===== src/rtl/pc_fetch_sequencer.sv =====
// Program counter owner and single-outstanding instruction fetch sequencer.
// Optional misaligned-redirect trap enabled by defining PCSEQ_MISALIGN_TRAP_EN.
module pc_fetch_sequencer #(
  parameter logic [31:0] RESET_PC = 32'h0000_0000,
  parameter logic [31:0] TRAP_VEC = 32'h0000_0100,
  parameter int unsigned PC_STEP  = 4
) (
  input  logic        clk,
  input  logic        reset,
  input  logic        stall,
  input  logic        jump_valid,
  input  logic [31:0] jump_addr,
  input  logic        branch_taken,
  input  logic [31:0] branch_addr,
  output logic        imem_req,
  output logic [31:0] imem_addr,
  input  logic        imem_gnt,
  input  logic        imem_rvalid,
  input  logic [31:0] imem_rdata,
  output logic        instr_valid,
  output logic [31:0] instr,
  output logic [31:0] instr_pc,
  output logic [1:0]  pc_src,
  output logic [31:0] pc,
  output logic        trap_valid
);

  typedef enum logic [1:0] {BOOT, FETCH, WAIT, DISCARD} state_t;

  state_t      state;
  state_t      state_next;
  logic        redirect;
  logic [31:0] redirect_addr;
  logic [31:0] redirect_pc;
  logic        trap_hit;
  logic        capture;
  logic        skid_full;
  logic [31:0] skid_instr;
  logic [31:0] skid_pc;

  assign redirect      = jump_valid | branch_taken;
  assign redirect_addr = jump_valid ? jump_addr : branch_addr;

`ifdef PCSEQ_MISALIGN_TRAP_EN
  assign trap_hit = redirect && (redirect_addr[1:0] != 2'b00);

  always_ff @(posedge clk or posedge reset) begin
    if (reset) trap_valid <= 1'b0;
    else       trap_valid <= trap_hit;
  end
`else
  assign trap_hit   = 1'b0;
  assign trap_valid = 1'b0;
`endif

  assign redirect_pc = trap_hit ? TRAP_VEC : redirect_addr;
  assign imem_addr   = pc;
  // A returning word is kept only if no redirect squashes it in the same cycle.
  assign capture     = (state == WAIT) && imem_rvalid && !redirect;

  always_ff @(posedge clk or posedge reset) begin
    if (reset) state <= BOOT;
    else       state <= state_next;
  end

  always_comb begin
    state_next = state;
    case (state)
      BOOT:    state_next = FETCH;
      FETCH:   if (imem_req && imem_gnt) state_next = WAIT;
      WAIT: begin
        if (imem_rvalid)   state_next = FETCH;
        else if (redirect) state_next = DISCARD;
      end
      DISCARD: if (imem_rvalid) state_next = FETCH;
      default: state_next = BOOT;
    endcase
  end

  always_comb begin
    imem_req = 1'b0;
    pc_src   = 2'b00;
    if ((state == FETCH) && !stall && !redirect && !skid_full) imem_req = 1'b1;
    if (jump_valid && !trap_hit)        pc_src = 2'b01;
    else if (branch_taken && !trap_hit) pc_src = 2'b10;
  end

  always_ff @(posedge clk or posedge reset) begin
    if (reset)                          pc <= RESET_PC;
    else if (redirect)                  pc <= redirect_pc;
    else if ((state == WAIT) && imem_rvalid) pc <= pc + PC_STEP;
  end

  // Output stage with a one-entry skid that absorbs a word returning under stall.
  always_ff @(posedge clk or posedge reset) begin
    if (reset) begin
      instr_valid <= 1'b0;
      instr       <= 32'h0;
      instr_pc    <= 32'h0;
      skid_full   <= 1'b0;
      skid_instr  <= 32'h0;
      skid_pc     <= 32'h0;
    end else if (redirect) begin
      instr_valid <= 1'b0;
      skid_full   <= 1'b0;
    end else if (stall) begin
      if (capture) begin
        skid_full  <= 1'b1;
        skid_instr <= imem_rdata;
        skid_pc    <= pc;
      end
    end else if (skid_full) begin
      instr_valid <= 1'b1;
      instr       <= skid_instr;
      instr_pc    <= skid_pc;
      skid_full   <= 1'b0;
    end else begin
      instr_valid <= capture;
      if (capture) begin
        instr    <= imem_rdata;
        instr_pc <= pc;
      end
    end
  end

endmodule


===== config.mk =====
export PLATFORM = sky130hd
export DESIGN_NAME = pc_fetch_sequencer
export DESIGN_NICKNAME = d
export VERILOG_FILES = /design/src/rtl/pc_fetch_sequencer.sv
export SDC_FILE = /design/constraint.sdc
export NUM_CORES = 1
export LEC_CHECK = 0
export CAP_MARGIN = 10
export CORE_MARGIN = 2
export CORE_UTILIZATION = 60
export DETAILED_ROUTE_END_ITERATION = 10
export DONT_BUFFER_PORTS = 1
export GPL_ROUTABILITY_DRIVEN = 0
export GPL_TIMING_DRIVEN = 1
export PLACE_DENSITY = 0.76
export SETUP_SLACK_MARGIN = 0.3
export SKIP_CTS_REPAIR_TIMING = 1
export SYNTH_ARGS = -nofsm -noshare
export SYNTH_HDL_FRONTEND = slang
export SYNTH_SLANG_ARGS = --single-unit
export TNS_END_PERCENT = 30

===== constraint.sdc =====
create_clock -name clk -period 9.7 [get_ports clk]
set_input_delay 0.485 -clock clk [delete_from_list [all_inputs] [get_ports clk]]
set_output_delay 0.485 -clock clk [all_outputs]
set_load 0.02 [all_outputs]

==> run metrics <==
met3 wire len=1660 µm; area of the die=14300 µm²; ys async rst share=100%; DRC errors left=0; internal power=1.29 mW; # Max-Cap Violations=0; vias in the first global route=5834; Worst-Skew Late Latency=420 ps; Post-synth EDFFs=0; pre-CTS setup slack=6570 ps; Clock Tree Buf Depth=2; Synth Register Bits=164; fin util=64.0%; share of the yosys chip area belonging to registers=51.1%; initial antenna violation count=0; Final Max Tran Viols=0; total placed instance area=7800 µm²; highest metal used=met4; Slew @ Worst Pin=1170 ps; crit start category=register; M1 WL=7430 µm; fin worst setup slack=6560 ps; Leak Pwr=3.70 nW; final hold violation count=0; WL/cell=21.3 µm; final instance area=8400 µm²; Vias/cell=6.55; Switching Power=0.624 mW; Design Power=1.92 mW; Crit. End Element=register; Clock Sinks=164; top_reg_cell synth=dfrtp_1; I/O Pins=236; fin crit share=32.4%; Distinct cells, synth=54; largest net degree at the start of global routing=130; Final ANT Viol Nets=0; met2 WL=9390 µm; Port Buffers=0; DRT Wirelength=18800 µm; status=completed; Worst path slowest cell=nand3_4; clock-pin slew on the worst setup and hold paths=60 ps; Clock Skew=9.01 ps; clk root buf=clkbuf_16; setup TNS=0 ps; CTS tree=yes; Worst Hold Class=in2async; crit-path cells=inv_1 > ha_1 > and2_0 > nand3_4 > mux2_2; DP HPWL=12400 µm; Mean Syn Cell Area=10.6 µm²; Ys Warns=0; Clock power frac=34.2%; chip width=120 µm; fin crit period=3140 ps; R2R Setup Slk=6560 ps; chip height=120 µm; RSZ-0062 raised after global routing=false; Sw Ratio=32.6%; n_diodes=0; Peak VDD IR=0.000104 V; Worst R2R Path Depth=5; pwr/cell area=228 nW/µm²; fmax=319 MHz; Core Rows=42; gr usage total=27.1%; Crit Path Category=reg2reg; Iter 0 DRT Violations=449; synthesized area=8040 µm²; r2r startpoint=state[0]$_DFFE_PP0P_; Initial Util=61.2%; gr ovfl total=0; core footprint=13100 µm²; FF-to-FF End=skid_pc[3]$_DFFE_PP0P_; CTS Buf Count=17; fin nets=801; global-route wire length before repair=30600 µm; Area Overhead vs Synth=4.59%; Final setup violation count=0; Worst slew margin=21.7%; first drt pass iteration count=5; slowest stage delay, CP=910 ps; Synth Instances=755; WP data arrival=3440 ps; worst endpoint required time=10000 ps; Comb pwr share=11.0%; register share of total power=54.8%; via count=5782; Max FO, Critical Path=66; htree depth=4; syn nets=862; layout cell share with drive strength beyond 1=15.4%
-- registers in the layout (all words and copies together) (netlist names) --
register     count
state            2
instr           32
skid_pc         32
skid_instr      32
skid_full        1
instr_pc        32
imem_addr       32
instr_valid      1
-- worst max-delay path, delay by kind of cell (launching register included) --
| family | cells | cell delay (ps) |
|---|---|---|
| AND/OR/NAND/NOR | 2 | 1660 |
| multiplexers | 1 | 580 |
| flip-flops | 1 | 420 |
| adder cells (fa/ha/maj) | 1 | 210 |
| buffers and inverters | 1 | 80 |
-- cells by family after synthesis --
| logic type | after synthesis | synth area share [%] |
|---|---|---|
| AOI/OAI and AO/OA | 188 | 14.1 |
| xor gates and xnor gates | 4 | 0.436 |
| adders and majority gates | 4 | 0.623 |
| buffers and inverters | 93 | 6.85 |
| DFF | 164 | 51.1 |
| muxes | 128 | 16.9 |
| other | 1 | 0.0467 |
| and+or+nand+nor | 173 | 9.97 |
-- stage by stage --
stage / hold slack (ps) / cells
2_1_floorplan: 450 / 755
3_3_place_gp: 465 / 850
3_5_place_dp: 478 / 850
4_1_cts: 148 / 882
5_1_grt: 174 / 883
6_report: 81.7 / 883
-- cell usage after synthesis (all sizes together), types with 7 or more instances --
library cell | instances | area [µm²]
mux2i | 66 | 661
dfrtp | 164 | 4100
nand4 | 8 | 65.1
mux2 | 62 | 698
o21ai | 23 | 115
inv | 7 | 26.3
nor3 | 11 | 55.1
a22oi | 18 | 135
a21oi | 103 | 515
a22o | 7 | 61.3
buf | 53 | 390
nor2 | 83 | 312
nand2 | 39 | 146
clkbuf | 33 | 134
-- how the worst max path moves through the flow --
stage	slack, ps	cells after the start	end	startpoint
after global placement	6750	5	skid_pc[13]$_DFFE_PP0P_	state[0]$_DFFE_PP0P_
after global routing	6360	5	skid_instr[14]$_DFFE_PP0P_	state[0]$_DFFE_PP0P_
after detailed placement	6570	8	instr[1]$_DFFE_PP0P_	state[0]$_DFFE_PP0P_
after floorplan	4780	1	imem_addr[0]$_DFFE_PP0P_	reset
after CTS	6540	8	instr[1]$_DFFE_PP0P_	state[0]$_DFFE_PP0P_
final	6560	5	skid_pc[3]$_DFFE_PP0P_	state[0]$_DFFE_PP0P_
-- power by group through the flow --
| stage | Clock [mW] | Sequential [mW] | Combinational (mW) |
|---|---|---|---|
| after global routing | 0.695 | 1.07 | 0.244 |
| after detailed placement | 0 | 1.06 | 0.212 |
| final | 0.655 | 1.05 | 0.211 |
| after CTS | 0.665 | 1.05 | 0.213 |
| after floorplan | 0 | 1.00 | 0.221 |
| after global placement | 0 | 1.05 | 0.193 |
-- final cells by class --
| type | count | area, µm² |
|---|---|---|
| Sequential cell | 164 | 4110 |
| Tap cell | 176 | 220 |
| Clock inverter | 6 | 67.6 |
| Timing Repair Buffer | 6 | 65.1 |
| Multi-Input combinational cell | 498 | 3400 |
| Inverter | 7 | 31.3 |
| Fill cell | 1043 | 4730 |
| Clock buffer | 26 | 509 |
-- placed cells by master (no fill, tap or decap), types with 3 or more instances in the layout --
cell type	Yosys	final
dfrtp_1	164	163
a21oi_1	103	103
nor2_1	83	82
mux2i_1	66	66
mux2_2	62	62
nand2_1	39	39
o21ai_0	23	23
a22oi_1	18	18
clkbuf_16	0	17
nor3_1	11	10
nand4_1	7	7
a22o_1	7	7
inv_1	7	6
nor4_1	6	6
and4_1	5	5
nand3_1	6	5
a221oi_1	5	5
clkbuf_8	1	5
buf_4	36	5
xnor2_1	4	4
a211oi_1	4	4
a31oi_1	4	4
ha_1	4	4
clkbuf_1	32	4
a2bb2oi_1	3	3
o31ai_1	3	3
-- routing by layer --
layer	track usage [%]	up-vias
li1	-	2571
met1	33.8	2903
met2	45.0	278
met3	8.32	30
met4	9.71	0
met5	0	-
No activity file was read; power rests on OpenSTA's default activity.
